===== src/rtl/writeback_commit_unit.sv =====
// writeback_commit_unit
//   Commits MEM/WB results to the scalar and vector register files.
//   Scalar results are selected and written one registered cycle after
//   acceptance. Vector results are latched and serialized over a narrow
//   vector RF write port as NB = VEC_W/VEC_PORT_W beats. While a burst is
//   in progress wb_busy stalls the upstream pipeline; it drops during the
//   last beat so the next instruction is accepted with no bubble.
//
// Optional feature: define WB_BYPASS_EN to add the byp_valid/byp_rd/byp_data
//   outputs, which expose the accepted scalar request combinationally so
//   decode can forward it one cycle early.
//
// Ports
//   clk, reset     clock; asynchronous active-high reset
//   wre_wb/vwre_wb scalar / vector write requests
//   sel_s, sel_v   scalar / vector source selects
//   mem_data, vmem_data, calc_data, calc_vector  candidate results
//   rd_wb          destination register
//   sreg_*         scalar RF write port
//   vreg_*         vector RF beat write port (beat k = bits [k*VEC_PORT_W +: VEC_PORT_W])
//   wb_busy        stall to MEM/WB and earlier stages
module writeback_commit_unit #(
  parameter int SCALAR_W   = 16,
  parameter int VEC_W      = 128,
  parameter int VEC_PORT_W = 32,
  parameter int REG_AW     = 5,
  localparam int NB        = VEC_W / VEC_PORT_W,
  localparam int BW        = (NB > 1) ? $clog2(NB) : 1
) (
  input  logic                  clk,
  input  logic                  reset,
  input  logic                  wre_wb,
  input  logic                  vwre_wb,
  input  logic [1:0]            sel_s,
  input  logic [1:0]            sel_v,
  input  logic [SCALAR_W-1:0]   mem_data,
  input  logic [VEC_W-1:0]      vmem_data,
  input  logic [SCALAR_W-1:0]   calc_data,
  input  logic [VEC_W-1:0]      calc_vector,
  input  logic [REG_AW-1:0]     rd_wb,
  output logic                  sreg_we,
  output logic [REG_AW-1:0]     sreg_waddr,
  output logic [SCALAR_W-1:0]   sreg_wdata,
  output logic                  vreg_we,
  output logic [REG_AW-1:0]     vreg_waddr,
  output logic [BW-1:0]         vreg_beat,
  output logic [VEC_PORT_W-1:0] vreg_wdata,
  output logic                  wb_busy
`ifdef WB_BYPASS_EN
  ,
  output logic                  byp_valid,
  output logic [REG_AW-1:0]     byp_rd,
  output logic [SCALAR_W-1:0]   byp_data
`endif
);

  typedef enum logic {IDLE = 1'b0, BURST = 1'b1} state_t;

  function automatic logic [SCALAR_W-1:0] scalar_sel(input logic [1:0] sel,
                                                     input logic [SCALAR_W-1:0] calc,
                                                     input logic [SCALAR_W-1:0] mem);
    case (sel)
      2'b00:   return calc;
      2'b01:   return mem;
      2'b10:   return SCALAR_W'({mem[7:0], 8'h00});
      default: return '0;
    endcase
  endfunction

  function automatic logic [VEC_W-1:0] vector_sel(input logic [1:0] sel,
                                                  input logic [VEC_W-1:0] cvec,
                                                  input logic [VEC_W-1:0] vmem,
                                                  input logic [SCALAR_W-1:0] calc);
    case (sel)
      2'b00:   return cvec;
      2'b01:   return vmem;
      2'b10:   return {(VEC_W / SCALAR_W){calc}};
      default: return '0;
    endcase
  endfunction

  state_t                state, state_nxt;
  logic [BW-1:0]         beat;
  logic                  beat_last;
  logic                  accept;
  logic                  swr_p0;
  logic                  vload_p0;
  logic [SCALAR_W-1:0]   smux_p0;
  logic                  vld_p1;
  logic [REG_AW-1:0]     srd_p1;
  logic [SCALAR_W-1:0]   sdat_p1;
  logic [VEC_W-1:0]      vec_p1;
  logic [REG_AW-1:0]     vrd_p1;

  // Stage p0: acceptance and source selection on the incoming MEM/WB values
  assign beat_last = (beat == BW'(NB - 1));
  assign accept    = ~wb_busy;
  assign swr_p0    = accept & wre_wb & (rd_wb != '0);
  assign vload_p0  = accept & vwre_wb;
  assign smux_p0   = scalar_sel(sel_s, calc_data, mem_data);

`ifdef WB_BYPASS_EN
  assign byp_valid = swr_p0;
  assign byp_rd    = rd_wb;
  assign byp_data  = smux_p0;
`endif

  // Stage p1: scalar write register
  always_ff @(posedge clk or posedge reset) begin
    if (reset) begin
      vld_p1  <= 1'b0;
      srd_p1  <= '0;
      sdat_p1 <= '0;
    end else begin
      vld_p1 <= swr_p0;
      if (swr_p0) begin
        srd_p1  <= rd_wb;
        sdat_p1 <= smux_p0;
      end
    end
  end

  assign sreg_we    = vld_p1;
  assign sreg_waddr = srd_p1;
  assign sreg_wdata = sdat_p1;

  // Stage p1: vector latch, beat counter and burst state
  always_ff @(posedge clk or posedge reset) begin
    if (reset) begin
      state  <= IDLE;
      beat   <= '0;
      vec_p1 <= '0;
      vrd_p1 <= '0;
    end else begin
      state <= state_nxt;
      if (vload_p0) begin
        vec_p1 <= vector_sel(sel_v, calc_vector, vmem_data, calc_data);
        vrd_p1 <= rd_wb;
        beat   <= '0;
      end else if (state == BURST) begin
        beat <= beat_last ? '0 : beat + 1'b1;
      end
    end
  end

  // A new vector can only be loaded in IDLE or during the last beat, which
  // is exactly when accept is high, so vload_p0 alone decides re-entry.
  always_comb begin
    state_nxt = state;
    case (state)
      IDLE:    if (vload_p0) state_nxt = BURST;
      BURST:   if (beat_last) state_nxt = vload_p0 ? BURST : IDLE;
      default: state_nxt = IDLE;
    endcase
  end

  always_comb begin
    vreg_we    = 1'b0;
    vreg_waddr = '0;
    vreg_beat  = '0;
    vreg_wdata = '0;
    wb_busy    = 1'b0;
    if (state == BURST) begin
      vreg_we    = 1'b1;
      vreg_waddr = vrd_p1;
      vreg_beat  = beat;
      vreg_wdata = vec_p1[beat * VEC_PORT_W +: VEC_PORT_W];
      wb_busy    = ~beat_last;
    end
  end

endmodule


===== config.mk =====
export PLATFORM = sky130hd
export DESIGN_NAME = writeback_commit_unit
export DESIGN_NICKNAME = d
export VERILOG_FILES = /design/src/rtl/writeback_commit_unit.sv
export SDC_FILE = /design/constraint.sdc
export NUM_CORES = 1
export LEC_CHECK = 0
export CORE_AREA = 3 3 141 143
export DETAILED_ROUTE_END_ITERATION = 6
export DIE_AREA = 0 0 144 146
export DONT_BUFFER_PORTS = 1
export GPL_ROUTABILITY_DRIVEN = 0
export GPL_TIMING_DRIVEN = 0
export PLACE_DENSITY = 0.71
export SLEW_MARGIN = 30
export SYNTH_ARGS = -nofsm -noshare
export SYNTH_HDL_FRONTEND = slang
export SYNTH_SLANG_ARGS = --single-unit

===== constraint.sdc =====
create_clock -name clk -period 7.7 [get_ports clk]
set_input_delay 0.77 -clock clk [delete_from_list [all_inputs] [get_ports clk]]
set_output_delay 0.77 -clock clk [all_outputs]
set_load 0.02 [all_outputs]

# Yosys cells after proc, flatten, opt, wreduce, memory -nomap -nowiden
# Index checks and enable logic that the tools add are counted.
[word_totals]
reg_bits = 158
wordCells = 37
inputBits = 301
[classes]
shift = 1
mux = 13
add_sub_neg = 1
eq_ne = 5
n_bitwise = 6
reduce_logical = 4
[ops]
columns = ["op", "n"]
rows = [
  ["case mux 128 bit (3 select lines)", 1],
  ["indexed part select 128 x 8 -> 32 bit", 1],
  ["case mux 16 bit (3 select lines)", 1],
  ["two-way mux 32 bit", 1],
  ["two-way mux 2 bit", 4],
  ["== test 2 bit, second input constant", 3],
  ["two-way mux 5 bit", 1],
  ["nonzero test 5 bit", 1],
  ["== test 2 x 1 -> 1 bit, second input constant", 2],
  ["logical NOT 2 bit", 2],
  ["two-way mux 1 bit", 4],
  ["AND 1 bit", 3],
  ["NOT 1 bit", 3],
  ["adder 2 x 1 -> 2 bit, second input constant", 1],
  ["case mux 1 bit (2 select lines)", 1],
  ["nonzero test 2 bit", 1],
]

# Longest topological paths before layout
# Gate-level depths: netlist (run 1).
[logic_depth]
word_depth = 8
depth_mapped = 6

# Worst setup path before layout (run 1)
# Ideal clock, no wire load.
[synth_path]
kind = "flip-flop to output port"
start = "register beat[1]"
end = "output vreg_wdata[10]"
stages_incl_launch_ff = 5
n_path_buf = 2
arrival_ps = 1563
t_required_ps = 6930
path_slack_ps = 5367
path_cell_list = "dfrtp_1 > buf_2 > buf_2 > mux4_2 > and2_1"
[synth_between]
elab_chain_cells = 2
[synth_rtl]
columns = ["item", "line", "source"]
rows = [
  ["from (decl)", "83", "logic [BW-1:0] beat;"],
  ["from (signal assigned)", "141", "beat <= beat_last ? '0 : beat + 1'b1;"],
  ["indexed part select 128 x 8 -> 32 bit", "167", "vreg_wdata = vec_p1[beat * VEC_PORT_W +: VEC_PORT_W];"],
  ["two-way mux 32 bit", "163", "if (state == BURST) begin"],
  ["to (decl)", "47", "output logic [VEC_PORT_W-1:0] vreg_wdata,"],
]
# No other way between the ends.

# Final worst setup path (run 1)
[layout_path]
start = "register beat[1]"
end = "output vreg_wdata[13]"
# The elaborated chain is that of the path after synthesis.

==> results of run 1 <==
[per-stage QoR]
stage / util, % / area (sq um)
after global routing: 55.38 / 10360
final: 55.38 / 10360
after detailed placement: 52.07 / 9741
after CTS: 55.36 / 10360
after floorplan: - / 9385
after global placement: 51.74 / 9678
[worst paths after layout]
kind,to,slack [ps],cells after the start
max,vreg_wdata[13],4560,4
min,vec_p1[28]$_DFFE_PP0P_,160,1
max reg2reg,vec_p1[90]$_DFFE_PP0P_,5310,5
min reg2reg,vrd_p1[1]$_DFFE_PP0P_,500,1
max in group asynchronous,vec_p1[44]$_DFFE_PP0P_,6610,3
min in group clk,state$_DFF_PP0_,450,1
[cell usage after synthesis, types with 3 or more instances]
cell type  number
buf_1           4
nand2_1         3
mux2_1          4
clkbuf_1       19
and2_1         39
nor2_1          9
o21ai_0       129
mux2_2        149
buf_2          33
inv_1           3
mux4_2         32
dfrtp_1       158
nand3b_1       16
buf_4           7
mux2i_1       144
o2bb2ai_1       8
[layer usage]
| metal | up-vias | GRT usage [%] | share of wire, % |
|---|---|---|---|
| met5 | - | 0 | 0 |
| met4 | 0 | 10.03 | 2.9 |
| met3 | 48 | 6.310 | 6.8 |
| met2 | 335 | 49.26 | 51 |
| met1 | 3420 | 35.69 | 39 |
| li1 | 2888 | - | - |
[layout make-up]
type | instances | area [sq um]
clock buffers | 19 | 452.9
multi-input cells | 541 | 5094
repair buffers | 2 | 55.05
plain buffers | 65 | 326.6
well taps | 234 | 292.8
diodes | 1 | 2.502
fillers | 1589 | 8347
inverters | 3 | 18.77
clock inverters | 13 | 162.7
flip-flops and latches | 158 | 3954
[power by group through the flow]
stage	combinational, W	sequential (W)	clock, W
2_1_floorplan	0.00136	0.00141	0
3_3_place_gp	0.00161	0.00148	0
3_5_place_dp	0.00166	0.00151	0
4_1_cts	0.00166	0.00149	0.000892
5_1_grt	0.00176	0.00154	0.000927
6_report	0.00165	0.00150	0.000885
[flip-flops by register name, summed over array words and instances (netlist names)]
register,count
vrd_p1,5
state,1
sreg_waddr,5
vec_p1,128
sreg_we,1
beat,2
sreg_wdata,16
[logic make-up after synthesis]
family                     Yosys count  synth area share (%)
muxes                              329                 41.39
DFF                                158                 42.13
AOI/OAI and AO/OA                  140                 8.066
and+or+nand+nor                     71                 4.679
buffers and inverters               68                 3.599
adders and majority gates            1                0.1333
==> flow_summary_export.csv, run 1 <==
group,metric,value,unit
clock_network,clkSlewWorstSetupHoldPaths,70,ps
clock_network,cts_tree,"built",
critical_path,cp-startpoint,"beat[1]$_DFFE_PP0P_",
critical_path,cp_top_family,"buffers and inverters",
flow_run,drv_cap,0,
die,rows,50,
synth,synth_top_area_cell,"dfrtp_1",
clock_network,cts_htree_levels,4,
synth,ys_warn_count,0,
timing,finClkSkew,9.815,ps
route,vias,6691,
timing,rsz0062_at_grt,"no",
critical_path,path_class,"reg2out",
hold_path,hold_class,"in2async",
synth,post_synth_main_area_contributors,"dfrtp_1 42%, mux2_2 18%, mux2i_1 15%",
route,wl,30590,um
placed_design,dp.cells,1003,
clock_network,cts.sinks,158,
pwr,switching_share,36.87,%
critical_path,cp_slowest_stage_delay,600,ps
cells_and_area,drive_above_1_share,32.46,%
critical_path,start_kind,"flip-flop",
cells_and_area,mostFrequentLayoutCell,"dfrtp_1",
die,start_util,50.17,%
pwr,powerDensity,389.4,nW/um^2
pwr,power.net_switching,0.001487,W
clock_network,post-cts-setup-buffer-count,0,
grt,grt_overflow,0,
timing,hold_viol,0,
route,post-route-drc-count,0,
timing,worst_pin_slew,736.9,ps
timing,min_period_over_period,40.71,%
cells_and_area,nets,1090,
critical_path,crit_chain,"buf_2 > buf_2 > mux4_2 > and2_1",
die,die_area,21020,sq um
critical_path,crit_path_end_kind,"primary output",
synth,syn_nets,1069,
synth,avgSynthCellArea,12.24,sq um
critical_path,crit_arrival,2370,ps
route,vias_per_cell,6.458,
placed_design,post-place-ws,4962,ps
timing,finalWorstSetupSlack,4565,ps
synth,ys_types,23,
synth,ys_seq_area_share,42.13,%
timing,slew_violations,0,
die,die_y,146,um
clock_network,cts_hold_buffers,0,
placed_design,portBuffers,0,
clock_network,clk_latency,430,ps
grt,grt_pass1_wl,44570,um
timing,maxClockFrequency,0.3190,GHz
route,routedWlPerCell,29.53,um
synth,synthCells,767,
critical_path,crit_buf_inv,2,
clock_network,cts.repair.resized,0,
grt,antenna_found_initial,2,
synth,netlist.area_leader.share,42.13,%
timing,fin_crit,3135,ps
critical_path,cp_max_fo,10,
pwr,power_frac_seq,37.2,%
pwr,vdd_ir_drop_max,0.1464,mV
die,coreArea,18710,sq um
critical_path,critPathRequiredTime,6930,ps
outcome,outcome,"finished, final reports clean",
route,drtIter0Drc,432,
route,first_pass_iters,5,
die,pin_count,364,
critical_path,reg2reg_from,"state$_DFF_PP0_",
synth,synth_ff_type,"dfrtp_1",
grt,grtUsageTotal,28.78,%
route,drtAntennaViolNets,0,
clock_network,cts_root_buf,"clkbuf_16",
pwr,power,0.004034,W
timing,max-slew-margin-rel,50.88,%
synth,async_reset_ff_share,100.0,%
synth,ys_seq_elements,158,
pwr,p_clk_share,21.9,%
grt,first_global_vias,7367,
pwr,internal-power,0.002547,W
cells_and_area,finalNonFillerCells,1036,
clock_network,clockBufferDepth,2,
critical_path,crit_slowest_cell,"mux4_2",
clock_network,cts_made_buffers,17,
synth,syn-cell-area,9385,sq um
timing,setup_viol,0,
cells_and_area,mostFrequentLayoutCells,"158 x dfrtp_1, 149 x mux2_2, 144 x mux2i_1, 129 x o21ai_0, 39 x and2_1",
timing,whs,157.7,ps
critical_path,cpMostUsedCell,"buf_2",
cells_and_area,area_delta_synth_final,10.37,%
placed_design,hpwl,23540,um
pwr,leakagePower,4.701,nW
timing,finalSetupTns,0,ps
synth,synth-edff-count,0,
die,die_w,144,um
pwr,p_comb_share,40.9,%
grt,grt_max_degree,62,
Note: power is estimated with default switching activity, not from simulation.
==> run 2, diff against run 1 <==
==> constraint.sdc (replaced) <==
create_clock -name clk -period 3 [get_ports clk]
set_input_delay 0.3 -clock clk [delete_from_list [all_inputs] [get_ports clk]]
set_output_delay 0.3 -clock clk [all_outputs]
set_load 0.02 [all_outputs]
==> run 2 against run 1 <==
  * Via count up 0.55%
  * Clock skew down 2.7 ps
  * First-iteration DRC count down 4.6%
  * Sequential power rose to 2.6 times the previous value
  * Final cell count up 0.48%
  * Power rose to 2.6 times the previous value
==> flow_summary_export.csv, run 2 (same netlist as run 1, synthesis figures left out) <==
group,metric,value,unit
cells_and_area,nets,1095,
clock_network,post-cts-setup-buffer-count,0,
flow_run,drv_cap,0,
critical_path,start_kind,"flip-flop",
pwr,leakagePower,4.709,nW
cells_and_area,drive_above_1_share,32.63,%
hold_path,hold_class,"in2reg",
route,vias,6728,
die,die_y,146,um
timing,worst_pin_slew,768.7,ps
critical_path,reg2reg_from,"state$_DFF_PP0_",
grt,first_global_vias,7447,
timing,setup_viol,0,
clock_network,cts_made_buffers,17,
critical_path,crit_path_end_kind,"primary output",
timing,whs,38.66,ps
die,start_util,50.17,%
timing,min_period_over_period,87.83,%
cells_and_area,fill_cells,1578,
timing,rsz0062_at_grt,"no",
cells_and_area,mostFrequentLayoutCells,"158 x dfrtp_1, 149 x mux2_2, 144 x mux2i_1, 129 x o21ai_0, 39 x and2_1",
critical_path,cp_max_fo,10,
die,die_w,144,um
timing,finalSetupTns,0,ps
grt,grt_max_degree,33,
cells_and_area,largest_reg_flops,128,
timing,maxClockFrequency,0.3795,GHz
cells_and_area,final_cell_area,10420,sq um
timing,finClkSkew,7.126,ps
critical_path,crit_arrival,2340,ps
critical_path,critPathRequiredTime,2700,ps
route,wl,30550,um
clock_network,cts.sinks,158,
placed_design,hpwl,23470,um
hold_path,hp-start,"rd_wb[2]",
route,first_pass_iters,5,
route,drtIter0Drc,412,
clock_network,cts_htree_levels,4,
die,coreArea,18710,sq um
die,rows,50,
route,vias_per_cell,6.463,
clock_network,clockBufferDepth,2,
die,pin_count,364,
placed_design,place_area,9789,sq um
grt,grtUsageTotal,28.36,%
clock_network,clk_latency,410,ps
clock_network,cts_root_buf,"clkbuf_16",
route,post-route-drc-count,0,
timing,slew_violations,0,
cells_and_area,largest-register,"vec_p1",
critical_path,path_class,"reg2out",
cells_and_area,mostFrequentLayoutCell,"dfrtp_1",
grt,grt_pass1_wl,44280,um
route,routedWlPerCell,29.35,um
die,die_area,21020,sq um
critical_path,cp-startpoint,"beat[0]$_DFFE_PP0P_",
pwr,vdd_ir_drop_max,0.4146,mV
clock_network,clkSlewWorstSetupHoldPaths,60,ps
timing,finalWorstSetupSlack,365.0,ps
route,drtAntennaViolNets,0,
placed_design,portBuffers,0,
outcome,outcome,"finished, final reports clean",
pwr,powerDensity,987.4,nW/um^2
timing,fin_crit,2635,ps
cells_and_area,area_delta_synth_final,11.05,%
grt,antenna_found_initial,2,
timing,max-slew-margin-rel,48.75,%
cells_and_area,final_util,55.72,%
grt,grt_overflow,0,
timing,hold_viol,0,
clock_network,cts_tree,"built",
placed_design,post-place-ws,551.3,ps
==> run 2: layout make-up <==
type                       count  area (sq um)  area share [%]
multi-input combinational    541          5094           48.87
sequential                   158          3954           37.94
clock buffer                  21         480.5           4.610
buffer                        65         326.6           3.133
tap                          234         292.8           2.809
clock inverter                11         130.1           1.249
timing repair buffer           7         127.6           1.224
inverter                       3         15.01          0.1441
antenna                        1         2.502         0.02401
==> run 2: power breakdown <==
part / internal [W] / switching, W / total, W
clock network: 0.00132 / 0.000899 / 0.00222
logic: 0.00207 / 0.00215 / 0.00422
registers: 0.00311 / 0.000732 / 0.00384
total: 0.00651 / 0.00378 / 0.0103
==> run 2: final timing paths <==
check | to | slack (ps) | cells past startpoint
worst max register to register | vec_p1[95]$_DFFE_PP0P_ | 550 | 5
worst max-delay path | vreg_wdata[21] | 360 | 4
min in group asynchronous | vec_p1[27]$_DFFE_PP0P_ | 440 | 2
worst min register to register | vrd_p1[0]$_DFFE_PP0P_ | 500 | 1
worst min-delay path | vrd_p1[2]$_DFFE_PP0P_ | 40 | 1
max in group asynchronous | vec_p1[15]$_DFFE_PP0P_ | 1760 | 4
==> run 2: worst max-delay path, stage by stage (launching register included) <==
cell and delay [ps]:
dfrtp_1 350, buf_2 260, clkbuf_1 620, mux4_2 440
and2_1 250
==> run 2: routing by layer <==
layer  global-route usage [%]  wire length [um]  vias up
met5                        0                 0        -
met4                    9.652               879        0
met3                    6.277              2207       49
met2                    48.63             15450      363
met1                    35.17             12010     3419
li1                         -                 -     2897
==> run 2: repair_timing <==
action	4_1_cts	5_1_grt
hold buffers	2	0
hold endpoints to repair	21	0
gates resized for setup	0	0
==> run 2: per-stage QoR <==
stage | instances | total power, W
floorplan | 767 | 0.007113
global placement | 1001 | 0.007894
detailed placement | 1006 | 0.008101
CTS | 1040 | 0.01033
global route | 1040 | 0.01077
finish | 1041 | 0.01029
